File: src/rtl/rv32i_mc_ctrl_if.sv
// Instruction/data bus handshake between the RV32I multi-cycle controller and memory.
// The controller side uses the master modport; memory or the bench uses slave.
interface rv32i_mc_ctrl_if;
  logic imem_req;
  logic imem_ack;
  logic dmem_req;
  logic dmem_we;
  logic dmem_ack;

  modport master (output imem_req, output dmem_req, output dmem_we,
                  input imem_ack, input dmem_ack);
  modport slave  (input imem_req, input dmem_req, input dmem_we,
                  output imem_ack, output dmem_ack);
endinterface

File: src/rtl/rv32i_mc_ctrl.sv
// Multi-cycle RV32I control FSM: FETCH/DECODE/EXEC/MEM/WB/TRAP sequencing with
// datapath selects, bus handshakes, and trap generation including bus timeouts.
module rv32i_mc_ctrl #(
  parameter int unsigned TIMEOUT = 16
) (
  input  logic                   clk,
  input  logic                   rst_n,
  input  logic [31:0]            instr,
  input  logic                   cmp_eq,
  input  logic                   cmp_lt,
  input  logic                   cmp_ltu,
  rv32i_mc_ctrl_if.master        bus,
  output logic                   ir_we,
  output logic                   pc_we,
  output logic [1:0]             pc_sel,
  output logic [1:0]             alu_a_sel,
  output logic                   alu_b_sel,
  output logic [3:0]             alu_op,
  output logic [2:0]             imm_sel,
  output logic                   rf_we,
  output logic [1:0]             wb_sel,
  output logic                   trap,
  output logic [3:0]             trap_cause
);

  typedef enum logic [2:0] {S_FETCH, S_DECODE, S_EXEC, S_MEM, S_WB, S_TRAP} state_e;
  typedef enum logic [3:0] {K_ILL, K_OP, K_OPIMM, K_LOAD, K_STORE, K_BRANCH, K_LUI,
                            K_AUIPC, K_JAL, K_JALR, K_FENCE, K_ECALL, K_EBREAK} kind_e;

  localparam int unsigned   CW   = (TIMEOUT > 1) ? $clog2(TIMEOUT) : 1;
  localparam logic [CW-1:0] LAST = CW'((TIMEOUT == 0) ? 0 : TIMEOUT - 1);

  state_e          state_q, state_d;
  logic [CW-1:0]   cnt_q, cnt_d;
  logic [3:0]      cause_q, cause_d;

  logic [2:0] funct3;
  logic [6:0] funct7;
  logic       rd_zero, expired, taken;
  kind_e      kind;
  logic [3:0] dp_op;
  logic [1:0] dp_a;
  logic       dp_b;
  logic [2:0] dp_imm;

  assign funct3  = instr[14:12];
  assign funct7  = instr[31:25];
  assign rd_zero = (instr[11:7] == 5'd0);
  assign expired = (TIMEOUT != 0) && (cnt_q == LAST);

  // NOTE: every always_comb output gets a default first so no path can infer a latch.
  always_comb begin
    kind = K_ILL;
    case (instr[6:0])
      7'b0110011: if (funct7 == 7'h00 || (funct7 == 7'h20 && (funct3 == 3'b000 || funct3 == 3'b101)))
                    kind = K_OP;
      7'b0010011: begin
        if (funct3 == 3'b001) begin
          if (funct7 == 7'h00) kind = K_OPIMM;
        end else if (funct3 == 3'b101) begin
          if (funct7 == 7'h00 || funct7 == 7'h20) kind = K_OPIMM;
        end else begin
          kind = K_OPIMM;
        end
      end
      7'b0000011: if (funct3 != 3'b011 && funct3 != 3'b110 && funct3 != 3'b111) kind = K_LOAD;
      7'b0100011: if (funct3 <= 3'b010) kind = K_STORE;
      7'b1100011: if (funct3 != 3'b010 && funct3 != 3'b011) kind = K_BRANCH;
      7'b0110111: kind = K_LUI;
      7'b0010111: kind = K_AUIPC;
      7'b1101111: kind = K_JAL;
      7'b1100111: if (funct3 == 3'b000) kind = K_JALR;
      7'b0001111: if (funct3 == 3'b000) kind = K_FENCE;
      7'b1110011: begin
        if (instr == 32'h0000_0073)      kind = K_ECALL;
        else if (instr == 32'h0010_0073) kind = K_EBREAK;
      end
      default: kind = K_ILL;
    endcase
  end

  // Operand and immediate selection; shifts keep funct7[5] to tell SRLI from SRAI.
  always_comb begin
    dp_op  = 4'b0000;
    dp_a   = 2'd0;
    dp_b   = 1'b0;
    dp_imm = 3'd0;
    case (kind)
      K_OP:     dp_op = {funct7[5], funct3};
      K_OPIMM:  begin
        dp_op = (funct3[1:0] == 2'b01) ? {funct7[5], funct3} : {1'b0, funct3};
        dp_b  = 1'b1;
      end
      K_LOAD:   dp_b = 1'b1;
      K_STORE:  begin dp_b = 1'b1; dp_imm = 3'd1; end
      K_BRANCH: dp_imm = 3'd2;
      K_LUI:    begin dp_a = 2'd2; dp_b = 1'b1; dp_imm = 3'd3; end
      K_AUIPC:  begin dp_a = 2'd1; dp_b = 1'b1; dp_imm = 3'd3; end
      K_JAL:    begin dp_a = 2'd1; dp_b = 1'b1; dp_imm = 3'd4; end
      K_JALR:   dp_b = 1'b1;
      default:  ;
    endcase
  end

  always_comb begin
    case (funct3)
      3'b000:  taken = cmp_eq;
      3'b001:  taken = !cmp_eq;
      3'b100:  taken = cmp_lt;
      3'b101:  taken = !cmp_lt;
      3'b110:  taken = cmp_ltu;
      3'b111:  taken = !cmp_ltu;
      default: taken = 1'b0;
    endcase
  end

  // rst_n gates the outputs combinationally so they drop the moment reset asserts.
  always_comb begin
    state_d      = state_q;
    cnt_d        = '0;
    cause_d      = cause_q;
    bus.imem_req = 1'b0;
    bus.dmem_req = 1'b0;
    bus.dmem_we  = 1'b0;
    ir_we        = 1'b0;
    pc_we        = 1'b0;
    pc_sel       = 2'd0;
    alu_a_sel    = 2'd0;
    alu_b_sel    = 1'b0;
    alu_op       = 4'd0;
    imm_sel      = 3'd0;
    rf_we        = 1'b0;
    wb_sel       = 2'd0;
    trap         = 1'b0;
    trap_cause   = 4'd0;
    if (rst_n) begin
      if (state_q inside {S_DECODE, S_EXEC, S_MEM, S_WB}) begin
        alu_op    = dp_op;
        alu_a_sel = dp_a;
        alu_b_sel = dp_b;
        imm_sel   = dp_imm;
      end
      case (state_q)
        S_FETCH: begin
          bus.imem_req = 1'b1;
          if (bus.imem_ack) begin
            ir_we   = 1'b1;
            state_d = S_DECODE;
          end else if (expired) begin
            state_d = S_TRAP;
            cause_d = 4'd1;
          end else begin
            cnt_d = cnt_q + 1'b1;
          end
        end
        S_DECODE: begin
          state_d = S_EXEC;
          case (kind)
            K_ILL:    begin state_d = S_TRAP; cause_d = 4'd2;  end
            K_ECALL:  begin state_d = S_TRAP; cause_d = 4'd11; end
            K_EBREAK: begin state_d = S_TRAP; cause_d = 4'd3;  end
            default:  ;
          endcase
        end
        S_EXEC: begin
          if (kind == K_BRANCH) begin
            pc_we   = 1'b1;
            pc_sel  = {1'b0, taken};
            state_d = S_FETCH;
          end else if (kind == K_LOAD || kind == K_STORE) begin
            state_d = S_MEM;
          end else begin
            state_d = S_WB;
          end
        end
        S_MEM: begin
          bus.dmem_req = 1'b1;
          bus.dmem_we  = (kind == K_STORE);
          if (bus.dmem_ack) begin
            if (kind == K_STORE) begin
              pc_we   = 1'b1;
              state_d = S_FETCH;
            end else begin
              state_d = S_WB;
            end
          end else if (expired) begin
            state_d = S_TRAP;
            cause_d = (kind == K_STORE) ? 4'd7 : 4'd5;
          end else begin
            cnt_d = cnt_q + 1'b1;
          end
        end
        S_WB: begin
          rf_we   = !rd_zero && (kind != K_FENCE);
          wb_sel  = (kind == K_LOAD) ? 2'd1 : (kind == K_JAL || kind == K_JALR) ? 2'd2 : 2'd0;
          pc_we   = 1'b1;
          pc_sel  = (kind == K_JAL) ? 2'd1 : (kind == K_JALR) ? 2'd2 : 2'd0;
          state_d = S_FETCH;
        end
        S_TRAP: begin
          trap       = 1'b1;
          trap_cause = cause_q;
          pc_we      = 1'b1;
          pc_sel     = 2'd3;
          state_d    = S_FETCH;
        end
        default: state_d = S_FETCH;
      endcase
    end
  end

  // NOTE: sequential state uses non-blocking assignments so all flops update together.
  always_ff @(posedge clk or negedge rst_n) begin
    if (!rst_n) begin
      state_q <= S_FETCH;
      cnt_q   <= '0;
      cause_q <= 4'd0;
    end else begin
      state_q <= state_d;
      cnt_q   <= cnt_d;
      cause_q <= cause_d;
    end
  end

endmodule

File: src/flat_wrapper.sv
// flat-port wrapper written by rule: the top's interface ports become plain ports
module rv32i_mc_ctrl_flat 
#(
  parameter int unsigned TIMEOUT = 16
)
  (clk, rst_n, instr, cmp_eq, cmp_lt, cmp_ltu, ir_we, pc_we, pc_sel, alu_a_sel, alu_b_sel, alu_op, imm_sel, rf_we, wb_sel, trap, trap_cause, bus_imem_req, bus_dmem_req, bus_dmem_we, bus_imem_ack, bus_dmem_ack);
  rv32i_mc_ctrl_if bus_i ();
  input  logic clk;
  input  logic rst_n;
  input  logic [31:0] instr;
  input  logic cmp_eq;
  input  logic cmp_lt;
  input  logic cmp_ltu;
  output logic ir_we;
  output logic pc_we;
  output logic [1:0] pc_sel;
  output logic [1:0] alu_a_sel;
  output logic alu_b_sel;
  output logic [3:0] alu_op;
  output logic [2:0] imm_sel;
  output logic rf_we;
  output logic [1:0] wb_sel;
  output logic trap;
  output logic [3:0] trap_cause;
  output wire logic [$bits(bus_i.imem_req)-1:0] bus_imem_req;
  output wire logic [$bits(bus_i.dmem_req)-1:0] bus_dmem_req;
  output wire logic [$bits(bus_i.dmem_we)-1:0] bus_dmem_we;
  input wire logic [$bits(bus_i.imem_ack)-1:0] bus_imem_ack;
  input wire logic [$bits(bus_i.dmem_ack)-1:0] bus_dmem_ack;
  assign bus_imem_req = bus_i.imem_req;
  assign bus_dmem_req = bus_i.dmem_req;
  assign bus_dmem_we = bus_i.dmem_we;
  assign bus_i.imem_ack = bus_imem_ack;
  assign bus_i.dmem_ack = bus_dmem_ack;
  rv32i_mc_ctrl #(.TIMEOUT(TIMEOUT)) u_core (.clk(clk), .rst_n(rst_n), .instr(instr), .cmp_eq(cmp_eq), .cmp_lt(cmp_lt), .cmp_ltu(cmp_ltu), .bus(bus_i), .ir_we(ir_we), .pc_we(pc_we), .pc_sel(pc_sel), .alu_a_sel(alu_a_sel), .alu_b_sel(alu_b_sel), .alu_op(alu_op), .imm_sel(imm_sel), .rf_we(rf_we), .wb_sel(wb_sel), .trap(trap), .trap_cause(trap_cause));
endmodule
File: config.mk
export PLATFORM = sky130hd
export DESIGN_NAME = rv32i_mc_ctrl_flat
export DESIGN_NICKNAME = d
export VERILOG_FILES = /design/src/rtl/rv32i_mc_ctrl_if.sv /design/src/rtl/rv32i_mc_ctrl.sv /design/src/flat_wrapper.sv
export SDC_FILE = /design/constraint.sdc
export NUM_CORES = 1
export LEC_CHECK = 0
export ABC_AREA = 1
export BUFFER_PORTS_ARGS = -buffer_cell sky130_fd_sc_hd__buf_2
export CAP_MARGIN = 0
export CELL_PAD_IN_SITES_DETAIL_PLACEMENT = 1
export CELL_PAD_IN_SITES_GLOBAL_PLACEMENT = 1
export CORE_MARGIN = 2
export CORE_UTILIZATION = 31
export DETAILED_ROUTE_END_ITERATION = 10
export HOLD_SLACK_MARGIN = 0.15
export PLACE_DENSITY_LB_ADDON = 0.1
export SYNTH_ARGS = -nofsm -noshare
export SYNTH_HDL_FRONTEND = slang
export SYNTH_SLANG_ARGS = --single-unit
File: constraint.sdc
create_clock -name clk -period 1.91 [get_ports clk]
set_input_delay 0.0955 -clock clk [delete_from_list [all_inputs] [get_ports clk]]
set_output_delay 0.0955 -clock clk [all_outputs]
set_load 0.01 [all_outputs]
==> results of run 1 <==
layout by cell type, fill, tap and decap left out, drive strengths merged:
master / netlist / routed
nor3b: 3 / 3
nand4: 3 / 3
nand3: 19 / 19
xnor2: 1 / 1
nand3b: 1 / 1
dfrtp: 11 / 11
o221ai: 1 / 1
inv: 39 / 39
a211oi: 2 / 2
or2: 1 / 1
xor2: 1 / 1
ha: 4 / 4
a31o: 1 / 1
a31oi: 3 / 3
a2111oi: 1 / 1
a221oi: 1 / 1
dlygate4sd3: 0 / 1
nand2: 87 / 87
o21ai: 7 / 7
nor2: 62 / 62
nor4: 1 / 1
buf: 0 / 75
nor3: 12 / 12
clkbuf: 2 / 5
a21oi: 4 / 4
cell families after synthesis:
kind of cell | after synthesis
XOR/XNOR | 2
flip-flops | 11
adder cells (fa/ha/maj) | 4
buffers and inverters | 41
AND/OR/NAND/NOR | 189
AO/OA/AOI/OAI | 20
worst max-delay path, stage by stage (launching register included):
cell     delay (ns)
dfrtp_2        0.48
nand2_4        0.09
nor2_2         0.13
inv_2          0.09
nand4_2        0.11
nand2_4        0.09
or2_4          0.25
nor3b_2        0.15
buf_2          0.15
power groups by stage:
| stage | clock (µW) | combinational [µW] | sequential (µW) |
|---|---|---|---|
| after detailed placement | 0 | 650 | 326 |
| final | 249 | 809 | 340 |
| after global placement | 0 | 636 | 324 |
| after global routing | 260 | 888 | 347 |
| after floorplan | 0 | 418 | 316 |
| after CTS | 249 | 703 | 327 |
layer usage:
metal / wire (µm) / vias to the layer above / track usage (%)
li1: - / 1008 / -
met1: 2570 / 903 / 27.9
met2: 2610 / 55 / 32.9
met3: 223 / 3 / 2.19
met4: 13 / 0 / 2.42
met5: 0 / - / 0
flip-flops by register name (all words and copies together), names as in the netlist:
name            cells
u_core.cnt_q        4
u_core.state_q      3
u_core.cause_q      4
path summary, 6_finish.rpt:
| check | start | endpoint | slack [ns] | cells after the start |
|---|---|---|---|---|
| min in group clk | instr[10] | u_core.cause_q[3] | 0.29 | 6 |
| max in group asynchronous | rst_n | u_core.state_q[0] | 1.30 | 3 |
| worst max register to register | u_core.state_q[0] | u_core.state_q[2] | 0.09 | 10 |
| worst min-delay path | rst_n | u_core.cause_q[2] | 0.25 | 2 |
| worst max-delay path | u_core.state_q[0] | alu_a_sel[1] | 0.03 | 8 |
| worst min register to register | u_core.cause_q[1] | u_core.cause_q[1] | 0.48 | 2 |
stage by stage:
| step | cell area (µm²) | cells | worst slack (ns) |
|---|---|---|---|
| final | 2100 | 400 | 0.0345 |
| after global routing | 2100 | 400 | -0.0143 |
| after CTS | 2020 | 395 | 0.000384 |
| after detailed placement | 1910 | 386 | 0.106 |
| after global placement | 1910 | 386 | 0.155 |
| after floorplan | 1500 | 267 | 0.237 |
cell type report:
type | instances | share of cell area [%]
inverters | 39 | 6.98
clock buffers | 4 | 2.15
repair buffers | 77 | 20.3
flip-flops and latches | 11 | 13.2
well taps | 54 | 3.22
multi-input cells | 215 | 54.1
Yosys cell counts (2+ instances only):
library cell | number | area [µm²]
nand4_1 | 2 | 12.5
nand2_4 | 3 | 33.8
nand3_2 | 3 | 30.0
nand3_1 | 16 | 80.1
inv_1 | 27 | 101
inv_2 | 12 | 45.0
nor3_1 | 12 | 60.1
nor2_2 | 4 | 25.0
o21ai_2 | 3 | 26.3
nand2_1 | 77 | 289
dfrtp_1 | 11 | 275
a31oi_1 | 3 | 18.8
clkbuf_1 | 2 | 7.51
a21oi_1 | 4 | 20.0
ha_1 | 4 | 50.1
a211oi_1 | 2 | 15.0
nand2_2 | 7 | 43.8
o21ai_0 | 2 | 10.0
o21ai_1 | 2 | 10.0
nor3b_1 | 3 | 22.5
nor2_1 | 57 | 214
timing repair:
item	in CTS	in global routing
buffers inserted	4	5
hold buffers	1	0
pin swaps	1	3
gates resized for setup	9	10
hold endpoints to repair	11	0
setup endpoints to repair	4	10
==> impl_metrics.env, run 1 <==
export IMPL_status="complete, no violations"
export IMPL_hpwl_um=4290
export IMPL_switching_power_uw=652
export IMPL_wire_per_inst_um=13.5
export IMPL_syn_area_um2=1500
export IMPL_overflow=0
export IMPL_min_period_ns=1.88
export IMPL_synthFlopType="dfrtp_1"
export IMPL_synth_top_family_by_area="simple AND/OR/NAND/NOR gates"
export IMPL_synth_edf_count=0
export IMPL_yosysSeqAreaShare_pct=18.3
export IMPL_period_share_pct=98.2
export IMPL_multi_input_area_um2=1130
export IMPL_hold_violations=0
export IMPL_async_reset_ff_share_pct=100
export IMPL_final_layout_size_suffix_gt1_share_pct=36.7
export IMPL_synth_mux_area_share_pct=0
export IMPL_area_growth_pct=39.6
export IMPL_antenna_cells=0
export IMPL_vias=1969
export IMPL_synthXorXnorAreaFrac_pct=1.17
export IMPL_route_detailed_drc=0
export IMPL_ys_ff_latch=11
export IMPL_num_fill_cells=676
export IMPL_power_total_uw=1400
export IMPL_synth_cells=267
export IMPL_criticalPathCategory="register to output pin"
export IMPL_htreeDepth=1
export IMPL_gp_congestion=0.821
export IMPL_wl_um=5420
export IMPL_synth_nets=310
export IMPL_startpoint_type="register"
export IMPL_path_max_fanout=7
export IMPL_cts_root_buffer="clkbuf_8"
export IMPL_sw_frac_of_total_pct=46.6
export IMPL_finalSetupViolCount=0
export IMPL_via_per_inst=4.92
export IMPL_p_clk_share_pct=17.8
export IMPL_p_leak_uw=0.00121
export IMPL_grtUsageTotal_pct=19.7
export IMPL_dieWidth_um=73.6
export IMPL_hold_path_class="input port to asynchronous set/reset pin"
export IMPL_ctsLongestPathBuffers=2
export IMPL_p_int_uw=746
export IMPL_coreArea_um2=4690
export IMPL_synth_compound_area_share_pct=9.08
export IMPL_final_max_slew_viol_count=0
export IMPL_holdWs_ns=0.255
export IMPL_clk_latency_ns=0.25
export IMPL_io_buffers=63
export IMPL_seq_area_um2=278
export IMPL_crit_required_ns=1.81
export IMPL_yosysWarningCount=0
export IMPL_postSynthAreaPerCell_um2=5.63
export IMPL_grt_max_degree=14
export IMPL_synth_cell_type_count=32
export IMPL_first_global_vias=1881
export IMPL_drtAntennaViolNets=0
export IMPL_dr_first_iter_drc_count=56
export IMPL_nNetsFinal=390
export IMPL_die_area_um2=5420
export IMPL_antenna_found_initial=0
export IMPL_synthSimpleGateAreaFrac_pct=57.9
export IMPL_power_density_nw_per_um2=667
export IMPL_fin_skew_ns=0.0107
export IMPL_clk_pin_slew_ns=0.06
export IMPL_crit_path_end_kind="output pin"
export IMPL_final_core_util_pct=44.7
export IMPL_start_util_pct=32.0
export IMPL_grt_pass1_wl_um=8470
export IMPL_num_rows=25
export IMPL_tritoncts="done"
export IMPL_slew_headroom_pct=69.9
export IMPL_io_pins=64
export IMPL_chipHeight_um=73.6
export IMPL_tightest_slew_ns=0.451
export IMPL_cts_inserted_buffers=3
export IMPL_maxCapViolations=0
export IMPL_tns_ns=0
export IMPL_cp_arrival_ns=1.78
export IMPL_p_seq_share_pct=24.3
export IMPL_synthAdderAreaFrac_pct=3.33
export IMPL_cts_sinks=11
export IMPL_firstDrtPassIters=4
export IMPL_comb_power_share_pct=57.9
export IMPL_ir_drop_mv=0.314
export IMPL_fmax_mhz=533
Power figures use the tool's default switching activity.
==> run 2, diff against run 1 <==
--- a/config.mk
+++ b/config.mk
@@ -10,11 +10,11 @@
 export CAP_MARGIN = 0
 export CELL_PAD_IN_SITES_DETAIL_PLACEMENT = 1
 export CELL_PAD_IN_SITES_GLOBAL_PLACEMENT = 1
-export CORE_MARGIN = 2
 export CORE_UTILIZATION = 31
 export DETAILED_ROUTE_END_ITERATION = 10
 export HOLD_SLACK_MARGIN = 0.15
 export PLACE_DENSITY_LB_ADDON = 0.1
+export RECOVER_POWER = 50
 export SYNTH_ARGS = -nofsm -noshare
 export SYNTH_HDL_FRONTEND = slang
 export SYNTH_SLANG_ARGS = --single-unit
==> run 2 against run 1 <==
  * Sequential share of layout area rose by 0.26 points
  * Wire length fell by 6.7%
  * Worst setup slack got worse by 0.0033 ns
  * Critical path type unchanged
==> impl_metrics.env, run 2 (synthesis gave the netlist of run 1 again) <==
export IMPL_final_layout_size_suffix_gt1_share_pct=35.3
export IMPL_cp_arrival_ns=1.78
export IMPL_final_common_cell="nand2_1"
export IMPL_drtAntennaViolNets=0
export IMPL_min_period_ns=1.88
export IMPL_fin_skew_ns=0.0100
export IMPL_tritoncts="done"
export IMPL_regToRegStartpoint="u_core.cnt_q[0]"
export IMPL_critPathCapture="alu_op[3]"
export IMPL_htreeDepth=1
export IMPL_hold_violations=0
export IMPL_critPathLaunch="u_core.state_q[1]"
export IMPL_start_util_pct=33.4
export IMPL_num_rows=24
export IMPL_chipHeight_um=71.6
export IMPL_clk_latency_ns=0.25
export IMPL_layout_common_cells="nand2_1, buf_2, nor2_1, inv_1, nand3_1"
export IMPL_hpwl_um=4190
export IMPL_slowest_stage="dfrtp_2"
export IMPL_tightest_slew_ns=0.415
export IMPL_dieWidth_um=71.6
export IMPL_crit_path_end_kind="output pin"
export IMPL_final_max_slew_viol_count=0
export IMPL_coreArea_um2=4500
export IMPL_cp_common_cell="nand2_4"
export IMPL_wire_per_inst_um=12.9
export IMPL_reg2reg_depth=9
export IMPL_io_buffers=63
export IMPL_maxCapViolations=0
export IMPL_power_density_nw_per_um2=651
export IMPL_finalSetupViolCount=0
export IMPL_status="complete, no violations"
export IMPL_antenna_cells=0
export IMPL_grt_max_degree=15
export IMPL_area_growth_pct=36.9
export IMPL_startpoint_type="register"
export IMPL_via_per_inst=4.80
export IMPL_placed_cells=384
export IMPL_instances_no_fill=392
export IMPL_largest_registers="u_core.cause_q (4), u_core.cnt_q (4), u_core.state_q (3)"
export IMPL_firstDrtPassIters=4
export IMPL_crit_required_ns=1.81
export IMPL_worst_r2r_endpoint="u_core.cause_q[2]"
export IMPL_period_share_pct=98.4
export IMPL_hold_path_class="input port to asynchronous set/reset pin"
export IMPL_grt_pass1_wl_um=8600
export IMPL_antenna_found_initial=0
export IMPL_ir_drop_mv=0.372
export IMPL_overflow=0
export IMPL_grtUsageTotal_pct=20.7
export IMPL_tns_ns=0
export IMPL_cts_root_buffer="clkbuf_8"
export IMPL_first_global_vias=1898
export IMPL_nNetsFinal=384
export IMPL_cts_sinks=11
export IMPL_path_max_fanout=8
export IMPL_cts_inserted_buffers=3
export IMPL_worst_path_largest_cell_delay_ns=0.47
export IMPL_die_area_um2=5130
export IMPL_wl_um=5050
export IMPL_ctsLongestPathBuffers=2
export IMPL_route_detailed_drc=0
export IMPL_vias=1881
export IMPL_fmax_mhz=532
export IMPL_slew_headroom_pct=72.3
export IMPL_io_pins=64
export IMPL_p_leak_uw=0.00119
export IMPL_path_cells="inv_4 > nor2_4 > nand2_4 > nand4_4 > nand2_4 > a2111oi_1 > buf_2"
export IMPL_clk_pin_slew_ns=0.06
export IMPL_gp_congestion=0.860
export IMPL_ff2ff_setup_slack_ns=0.11
export IMPL_dr_first_iter_drc_count=54
export IMPL_rsz0062_at_grt="true"
export IMPL_criticalPathCategory="register to output pin"
## run 2: cell types whose count changed in the layout (fill, tap and decap cells not counted), sizes merged
| cell | previous run | this run |
|---|---|---|
| buf | 75 | 70 |
| clkbuf | 5 | 4 |
## run 2: routing by layer
metal  vias up  global-route usage, %  routed length [µm]
met5         -                      0                   0
met4         0                   1.31                   0
met3         0                   3.09                 163
met2        43                   35.2                2280
met1       843                   29.2                2610
li1        995                      -                   -
## run 2: final cells by class
| type | count | area [µm²] |
|---|---|---|
| fillers | 658 | 2450 |
| multi-input cells | 215 | 1140 |
| repair buffers | 71 | 378 |
| flip-flops and latches | 11 | 278 |
| clock buffers | 4 | 45.0 |
| well taps | 52 | 65.1 |
| inverters | 39 | 149 |
## run 2: worst min-delay path by stage
| stage | slack [ns] | to |
|---|---|---|
| 2_1_floorplan | -0.20 | u_core.cause_q[0] |
| 3_3_place_gp | 0.004 | u_core.cnt_q[2] |
| 3_5_place_dp | 0.009 | u_core.cause_q[3] |
| 4_1_cts | 0.29 | u_core.state_q[2] |
| 5_1_grt | 0.31 | u_core.state_q[2] |
| 6_report | 0.28 | u_core.state_q[2] |
## run 2: power breakdown
group | switching, µW | internal, µW | total (µW) | leakage, µW
clock network | 102 | 147 | 249 | 0.0000228
logic | 468 | 282 | 750 | 0.00102
registers | 55.8 | 283 | 339 | 0.000145
total | 626 | 713 | 1340 | 0.00119
## run 2: through the flow
stage	power, µW	setup slack (ns)	util [%]	instance area (µm²)	hold WS, ns
2_1_floorplan	734	0.237	-	1500	-0.200
3_3_place_gp	958	0.171	42.3	1910	0.00389
3_5_place_dp	968	0.0855	42.3	1910	0.00934
4_1_cts	1270	0.00638	44.8	2020	0.291
5_1_grt	1440	-0.0485	45.7	2060	0.310
6_report	1340	0.0312	45.7	2060	0.283
## run 2: worst max-delay path: cells and delay by family (launching register included)
family	cells	cell delay, ns
DFF	1	0.47
buffers and inverters	2	0.29
AOI/OAI and AO/OA	1	0.37
and+or+nand+nor	4	0.41
## run 2: timing repair
action,in CTS,in global routing
endpoints found under the hold margin,11,0
gates resized for setup,11,9
buffers inserted,3,0
hold buffers,1,0
setup endpoints to repair,3,8
pin swaps,1,2
==> run 3, diff against run 2 <==
--- a/config.mk
+++ b/config.mk
@@ -13,7 +13,7 @@
 export CORE_UTILIZATION = 31
 export DETAILED_ROUTE_END_ITERATION = 10
 export HOLD_SLACK_MARGIN = 0.15
-export PLACE_DENSITY_LB_ADDON = 0.1
+export PLACE_DENSITY = 0.81
 export RECOVER_POWER = 50
 export SYNTH_ARGS = -nofsm -noshare
 export SYNTH_HDL_FRONTEND = slang
==> run 3 against run 2 <==
  * Total power rose by 3.9%
  * Clock skew fell by 0.00059 ns
  * Critical path depth rose by 3
  * Die area did not move
==> impl_metrics.env, run 3 (synthesis gave the netlist of run 1 again) <==
export IMPL_first_global_vias=1943
export IMPL_wire_per_inst_um=14.6
export IMPL_tritoncts="done"
export IMPL_power_density_nw_per_um2=665
export IMPL_maxCapViolations=0
export IMPL_die_area_um2=5130
export IMPL_finalSetupViolCount=0
export IMPL_grt_pass1_wl_um=8990
export IMPL_overflow=0
export IMPL_drtAntennaViolNets=0
export IMPL_tns_ns=0
export IMPL_hold_path_class="input port to asynchronous set/reset pin"
export IMPL_final_area_um2=2090
export IMPL_layout_common_cells="nand2_1, buf_2, nor2_1, inv_1, nand3_1"
export IMPL_instances_no_fill=398
export IMPL_antenna_cells=0
export IMPL_grt_max_degree=15
export IMPL_dr_first_iter_drc_count=69
export IMPL_startpoint_type="register"
export IMPL_num_rows=24
export IMPL_nNetsFinal=390
export IMPL_hpwl_um=4250
export IMPL_rsz0062_at_grt="true"
export IMPL_area_growth_pct=39.2
export IMPL_criticalPathCategory="register to register"
export IMPL_fmax_mhz=534
export IMPL_cts_sinks=11
export IMPL_final_core_util_pct=46.4
export IMPL_crit_required_ns=2.04
export IMPL_htreeDepth=1
export IMPL_clk_latency_ns=0.24
export IMPL_path_max_fanout=5
export IMPL_tightest_slew_ns=0.399
export IMPL_slew_headroom_pct=73.3
export IMPL_cts_inserted_buffers=3
export IMPL_ir_drop_mv=0.378
export IMPL_chipHeight_um=71.6
export IMPL_antenna_found_initial=0
export IMPL_via_per_inst=5.11
export IMPL_placed_cells=384
export IMPL_dieWidth_um=71.6
export IMPL_io_buffers=63
export IMPL_fin_skew_ns=0.00943
export IMPL_period_share_pct=98.1
export IMPL_vias=2032
export IMPL_final_max_slew_viol_count=0
export IMPL_firstDrtPassIters=4
export IMPL_hold_violations=0
export IMPL_min_period_ns=1.87
export IMPL_ctsLongestPathBuffers=2
export IMPL_grtUsageTotal_pct=21.7
export IMPL_route_detailed_drc=0
export IMPL_gp_congestion=0.860
export IMPL_p_leak_uw=0.00121
export IMPL_holdWs_ns=0.287
export IMPL_final_common_cell="nand2_1"
export IMPL_final_layout_size_suffix_gt1_share_pct=37.0
export IMPL_largest_registers="u_core.cause_q (4), u_core.cnt_q (4), u_core.state_q (3)"
export IMPL_cp_arrival_ns=2.01
export IMPL_cts_root_buffer="clkbuf_8"
export IMPL_status="complete, no violations"
export IMPL_clk_pin_slew_ns=0.05
export IMPL_crit_path_end_kind="register"
export IMPL_coreArea_um2=4500
export IMPL_io_pins=64
export IMPL_start_util_pct=33.4
export IMPL_placed_area_um2=1910
export IMPL_wl_um=5800
run 3: timing repair:
item | CTS | global route
pin swaps | 1 | 3
endpoints found under the setup margin | 5 | 6
gates cloned | 0 | 0
gates resized for setup | 9 | 9
endpoints found under the hold margin | 11 | 0
hold buffers | 1 | 0
buffers inserted | 5 | 4
run 3: area by class of cell:
| cell class | count | area [µm²] |
|---|---|---|
| flip-flops and latches | 11 | 278 |
| well taps | 52 | 65.1 |
| repair buffers | 77 | 423 |
| multi-input cells | 215 | 1130 |
| inverters | 39 | 146 |
| clock buffers | 4 | 45.0 |
| fillers | 665 | 2410 |
run 3: critical path: stages, from the launching register on:
cell	delay (ns)
dfrtp_2	0.47
nand2_2	0.14
nor2_2	0.06
buf_4	0.13
buf_4	0.12
nand2_1	0.08
o21ai_0	0.14
a221oi_1	0.36
nand2_1	0.14
nand2_1	0.08
nand2_1	0.05
run 3: through the flow:
| step | power (µW) | setup WS (ns) |
|---|---|---|
| after floorplan | 734 | 0.237 |
| after global placement | 936 | 0.206 |
| after detailed placement | 953 | 0.107 |
| after CTS | 1270 | 0.0236 |
| after global routing | 1480 | -0.0246 |
| final | 1390 | 0.0360 |
run 3: per-layer routing:
metal / vias up / part of all wire, % / global-route usage (%)
met5: - / 0 / 0
met4: 0 / 1.5 / 3.05
met3: 10 / 4.2 / 3.23
met2: 52 / 49 / 37.8
met1: 965 / 46 / 28.9
li1: 1005 / - / -
run 3: final timing paths:
kind	from	endpoint	slack [ns]	cells past startpoint
max	u_core.state_q[0]	u_core.state_q[2]	0.04	10
min	rst_n	u_core.cnt_q[0]	0.29	2
max reg2reg	u_core.state_q[0]	u_core.state_q[2]	0.04	10
min reg2reg	u_core.cnt_q[0]	u_core.cnt_q[0]	0.47	1
max in group asynchronous	rst_n	u_core.state_q[0]	1.21	3
min in group clk	instr[11]	u_core.cause_q[3]	0.30	6
run 3: report_power, final:
part / leakage [µW] / switching, µW / total [µW] / internal [µW]
clock: 0.0000228 / 88.5 / 235 / 147
combinational: 0.00104 / 508 / 818 / 310
sequential: 0.000145 / 55.0 / 339 / 284
total: 0.00121 / 652 / 1390 / 740
